`src/rtl/sid_audio_pkg.sv`:
```
// Shared constants and types for the SID audio output path.
package sid_audio_pkg;

  localparam int SAMPLE_W = 8;
  localparam logic [SAMPLE_W-1:0] MIDSCALE = 8'h80;

  typedef enum logic {
    RAMP = 1'b0,
    RUN  = 1'b1
  } dac_state_t;

  function automatic logic [3:0] sat_inc4(input logic [3:0] v);
    return (v == 4'hF) ? 4'hF : v + 4'h1;
  endfunction

endpackage

```
`src/rtl/sd_mod1.sv`:
```
// First-order sigma-delta accumulator; the carry out of the 9-bit sum is the bit.
module sd_mod1
  import sid_audio_pkg::*;
(
  input  logic                clk,
  input  logic                rst,
  input  logic                clr,
  input  logic [SAMPLE_W-1:0] level,
  output logic                bit_out
);

  logic [SAMPLE_W:0]   w_sum;
  logic [SAMPLE_W-1:0] r_acc;

  assign w_sum   = {1'b0, r_acc} + {1'b0, level};
  assign bit_out = w_sum[SAMPLE_W];

  always_ff @(posedge clk or posedge rst) begin
    if (rst) begin
      r_acc <= '0;
    end else if (clr) begin
      r_acc <= '0;
    end else begin
      r_acc <= w_sum[SAMPLE_W-1:0];
    end
  end

endmodule

```
`src/rtl/audio_dac_out.sv`:
```
// SID audio output stage: period-aligned sample buffering, soft-start ramp,
// underrun detection and a PWM / sigma-delta 1-bit modulator.
module audio_dac_out
  import sid_audio_pkg::*;
#(
  parameter int unsigned UNDERRUN_PERIODS = 4
) (
  input  logic                clk,
  input  logic                rst,
  input  logic [SAMPLE_W-1:0] sample_in,
  input  logic                sample_valid,
  input  logic                sd_mode,
  input  logic                underrun_clr,
  output logic                audio_out,
  output logic                period_strobe,
  output logic                underrun
);

  localparam logic [3:0] MISS_LIMIT = 4'(UNDERRUN_PERIODS);

  logic [7:0]          r_cnt;
  logic [SAMPLE_W-1:0] r_active;
  logic [SAMPLE_W-1:0] r_pend;
  logic                r_pend_full;
  logic [3:0]          r_miss;
  logic                r_mode_q;
  dac_state_t          r_state;

  logic       w_boundary;
  logic       w_run_bnd;
  logic       w_load_now;
  logic       w_load_pend;
  logic       w_starve;
  logic [3:0] w_miss_nxt;
  logic       w_ur_set;
  logic       w_mode_chg;
  logic       w_pwm_bit;
  logic       w_sd_bit;

  assign w_boundary  = (r_cnt == 8'hFF);
  assign w_run_bnd   = w_boundary && (r_state == RUN);
  // A sample arriving on the boundary edge itself bypasses the pending register.
  assign w_load_now  = w_run_bnd && sample_valid;
  assign w_load_pend = w_run_bnd && !sample_valid && r_pend_full;
  assign w_starve    = w_run_bnd && !sample_valid && !r_pend_full;
  assign w_miss_nxt  = sat_inc4(r_miss);
  assign w_ur_set    = w_starve && (w_miss_nxt == MISS_LIMIT);
  assign w_mode_chg  = w_boundary && (sd_mode != r_mode_q);
  assign w_pwm_bit   = (r_cnt < r_active);

  sd_mod1 u_sd_mod1 (
    .clk     (clk),
    .rst     (rst),
    .clr     (w_mode_chg),
    .level   (r_active),
    .bit_out (w_sd_bit)
  );

  always_ff @(posedge clk or posedge rst) begin
    if (rst) begin
      r_cnt <= 8'h00;
    end else begin
      r_cnt <= r_cnt + 8'h01;
    end
  end

  always_ff @(posedge clk or posedge rst) begin
    if (rst) begin
      r_pend      <= '0;
      r_pend_full <= 1'b0;
    end else begin
      if (sample_valid) begin
        r_pend <= sample_in;
      end
      if (w_load_now || w_load_pend) begin
        r_pend_full <= 1'b0;
      end else if (sample_valid) begin
        r_pend_full <= 1'b1;
      end
    end
  end

  // Ramp 0 -> midscale over 128 periods, then follow the sample stream.
  always_ff @(posedge clk or posedge rst) begin
    if (rst) begin
      r_active <= '0;
      r_state  <= RAMP;
    end else if (w_boundary) begin
      case (r_state)
        RAMP: begin
          if (r_active == MIDSCALE - 8'h01) begin
            r_active <= MIDSCALE;
            r_state  <= RUN;
          end else begin
            r_active <= r_active + 8'h01;
          end
        end
        RUN: begin
          if (w_load_now) begin
            r_active <= sample_in;
          end else if (w_load_pend) begin
            r_active <= r_pend;
          end
        end
        default: begin
          r_active <= '0;
          r_state  <= RAMP;
        end
      endcase
    end
  end

  always_ff @(posedge clk or posedge rst) begin
    if (rst) begin
      r_miss   <= 4'h0;
      underrun <= 1'b0;
    end else begin
      if (w_load_now || w_load_pend) begin
        r_miss <= 4'h0;
      end else if (w_starve) begin
        r_miss <= w_miss_nxt;
      end
      if (w_ur_set) begin
        underrun <= 1'b1;
      end else if (underrun_clr) begin
        underrun <= 1'b0;
      end
    end
  end

  always_ff @(posedge clk or posedge rst) begin
    if (rst) begin
      r_mode_q      <= 1'b0;
      audio_out     <= 1'b0;
      period_strobe <= 1'b0;
    end else begin
      if (w_boundary) begin
        r_mode_q <= sd_mode;
      end
      audio_out     <= r_mode_q ? w_sd_bit : w_pwm_bit;
      period_strobe <= w_boundary;
    end
  end

endmodule

```
`config.mk`:
```
export PLATFORM = sky130hd
export DESIGN_NAME = audio_dac_out
export DESIGN_NICKNAME = d
export VERILOG_FILES = /design/src/rtl/sid_audio_pkg.sv /design/src/rtl/sd_mod1.sv /design/src/rtl/audio_dac_out.sv
export SDC_FILE = /design/constraint.sdc
export NUM_CORES = 1
export LEC_CHECK = 0
export CELL_PAD_IN_SITES_DETAIL_PLACEMENT = 1
export CELL_PAD_IN_SITES_GLOBAL_PLACEMENT = 1
export CORE_ASPECT_RATIO = 1.2
export CORE_MARGIN = 10
export CORE_UTILIZATION = 25
export DETAILED_ROUTE_END_ITERATION = 8
export PLACE_DENSITY = 0.56
export SYNTH_ARGS = -nofsm -noshare
export SYNTH_HDL_FRONTEND = slang
export SYNTH_SLANG_ARGS = --single-unit
export TNS_END_PERCENT = 30
```
`constraint.sdc`:
```
create_clock -name clk -period 1.9 [get_ports clk]
set_clock_uncertainty 0.15 [all_clocks]
set_input_delay 0.475 -clock clk [delete_from_list [all_inputs] [get_ports clk]]
set_output_delay 0.475 -clock clk [all_outputs]
set_load 0.02 [all_outputs]
```
==> impl_metrics.json <==
{
  "cts_root_buf": "clkbuf_16",
  "whs_ns": 0.3533,
  "antenna_found_initial": 0,
  "antenna_cells": 0,
  "place_congestion": 0.7944,
  "yosys.cell_types.count": 56,
  "clkPwrFrac": 0.348,
  "critPathCaptureType": "flop",
  "clock_sinks": 42,
  "tightest_slew_ns": 0.4367,
  "start_util": 0.2560,
  "path_cells": "ha_4 -> fa_2 -> a21oi_2 -> o211ai_1 -> nand3_1 -> nand2_1 -> a22o_1",
  "cts.clk_slew.worst_paths_ns": 0.06,
  "period_needed_ns": 1.925,
  "grtUsageTotal": 0.1029,
  "vias": 2019,
  "insertion_delay_ns": 0.29,
  "p_sw_uw": 638.4,
  "cts_hold_buffers": 0,
  "layout_common_cells": "42 x buf_4, 40 x dfrtp_1, 20 x nand2_1",
  "num_rows": 39,
  "synth_area_leaders": "dfrtp_1 43%, ha_1 9.2%, mux2_2 4.2%",
  "ys_seq_area_frac": 0.4314,
  "syn_area_um2": 2436,
  "cts_buffer_depth": 2,
  "power.internal_mw": 1.727,
  "syn_nets": 273,
  "cts_tree": "built",
  "die_h_um": 128.1,
  "ir_drop_mv": 0.2882,
  "min_from": "r_pend[0]",
  "syn_area_per_cell_um2": 10.11,
  "viasPerCell": 4.717,
  "critPathBufInv": 0,
  "dpl.hpwl_mm": 5.175,
  "share_comb_of_total_power": 0.229,
  "cp_max_fo": 2,
  "drt-pass1-iter-count": 4,
  "finalHoldViolCount": 0,
  "drc": 0,
  "synth_seq_cells": 42,
  "cpPeakStageDelay_ns": 0.43,
  "crit_start": "r_active[0]",
  "drtIter0Drc": 63,
  "num-nets-final": 337,
  "cts_made_buffers": 5,
  "pwr-share-seq": 0.423,
  "relSlewSlack": 0.7088,
  "yosys_warnings": 0,
  "drv_slew": 0,
  "maxCapViolations": 0,
  "path_delay_family": "adder cells",
  "fmax_mhz": 519.4,
  "fin_ws_ns": -0.02522,
  "grt_max_degree": 43,
  "fin_crit_sh": 1.013,
  "status": "complete, but fails checks",
  "start_kind": "flop",
  "cp_slowest_cell": "dfrtp_1",
  "drive_gt1_frac": 0.3049,
  "overflow": 0,
  "die_x_um": 110.1,
  "die_area_um2": 14110,
  "yosysTopAreaCell": "dfrtp_1",
  "cts-htree-levels": 2,
  "synth_cells": 241,
  "mostFrequentLayoutCell": "buf_4",
  "synthArstFlopShare": 1.000,
  "core_um2": 9515,
  "area_growth_pct": 38.42,
  "dp_slack_ns": -0.5116,
  "power_density_nw_per_um2": 701.4,
  "grt_pass1_wl_mm": 11.36,
  "wire_per_inst_um": 16.20,
  "drtAntennaViolNets": 0,
  "required_ns": 1.92,
  "p_sw_frac": 0.2699,
  "violations": "setup timing",
  "port_buffers": 15,
  "min_path_type": "reg2reg",
  "timing.rr.start": "r_active[0]",
  "setup_viol": 2,
  "synth_top_area_frac": 0.4314,
  "pin_count": 16,
  "grt_pass1_vias": 2225,
  "rsz0062_at_grt": "yes",
  "wirelength_mm": 6.935,
  "critPathArrivalTime_ns": 1.95,
  "ys_dominant_reg_cell": "dfrtp_1",
  "p_leak_nw": 1.522,
  "n_fill_cell": 1084,
  "synth_edf_count": 0,
  "crit_type": "reg2reg"
}
## path summary, 6_finish.rpt
check / endpoint / slack, ns / depth (start not counted)
max: audio_out / -0.03 / 7
min: r_pend[0] / 0.35 / 1
max reg2reg: audio_out / -0.03 / 7
min reg2reg: r_pend[0] / 0.35 / 1
max in group asynchronous: r_active[6] / 0.99 / 3
min in group asynchronous: u_sd_mod1.r_acc[6] / 0.37 / 3
## cell families after synthesis
logic type	synth area share
XOR/XNOR	0.04314
buffers and inverters	0.03852
adder cells (fa/ha/maj)	0.1007
AND/OR/NAND/NOR	0.1556
AO/OA/AOI/OAI	0.1618
multiplexers	0.06882
flip-flops	0.4314
## through the flow
| step | setup TNS [ns] | instances | total power [mW] | instance area, um^2 | util |
|---|---|---|---|---|---|
| after floorplan | -0.06235 | 241 | 1.358 | 2439 | - |
| after global placement | -4.023 | 416 | 1.504 | 3054 | 0.3210 |
| after detailed placement | -5.006 | 416 | 1.524 | 3054 | 0.3210 |
| after CTS | -0.002001 | 424 | 2.375 | 3239 | 0.3404 |
| after global routing | -0.3794 | 428 | 2.497 | 3372 | 0.3544 |
| final | -0.04931 | 428 | 2.365 | 3372 | 0.3544 |
## cell usage after synthesis, types with 3 or more instances
library cell and n:
xnor2_1 8, xor2_1 4, nand2_1 20, ha_1 18, inv_1 15, dfrtp_1 42
nor3_1 7, a21oi_1 13, mux2i_1 4, nand3_1 10, a21o_1 5, nand2b_1 3
nor2_1 17, o22ai_1 5, a211oi_1 7, o21ai_0 9, mux2_2 9
## state kept, by name, indices dropped and copies added (netlist names)
register / cells
period_strobe: 1
u_sd_mod1.r_acc: 8
r_pend_full: 1
r_pend: 8
underrun: 1
r_cnt: 8
audio_out: 1
r_state: 1
r_active: 8
r_mode_q: 1
r_miss: 4
## final cells by class
cell class                      count  area, um^2  share of cell area
Inverter                           16       65.06             0.01930
Clock buffer                        7       132.6             0.03933
Sequential cell                    42        1054              0.3124
Tap cell                          123       153.9             0.04564
Timing Repair Buffer               62       543.0              0.1610
Multi-Input combinational cell    178        1424              0.4223
## worst reg2reg max path, stage by stage, from the launching register on
cell,delay (ns)
dfrtp_1,0.43
ha_4,0.19
fa_2,0.36
a21oi_2,0.17
o211ai_1,0.14
nand3_1,0.10
nand2_1,0.06
a22o_1,0.22
## repair_timing
action                                  in CTS  in global routing
endpoints found under the setup margin      10                 12
gates resized for setup                     13                 23
cloned                                       0                  0
pin swaps                                    9                  9
hold endpoints to repair                     0                  0
setup buffers                                1                  4
## layer usage
layer,up-vias,track usage,part of all wire
li1,1001,-,-
met2,20,0.1827,0.53
met3,11,0.02062,0.020
met1,987,0.1168,0.43
met4,0,0.03936,0.020
met5,-,0,0
## power by group through the flow
stage	Clock [mW]	Sequential, mW	Combinational [mW]
after global placement	0	1.02	0.487
after detailed placement	0	1.02	0.505
after floorplan	0	1.03	0.332
after CTS	0.856	1.00	0.518
final	0.823	1.00	0.541
after global routing	0.885	1.01	0.603
Note: power is estimated with default switching activity, not from simulation.
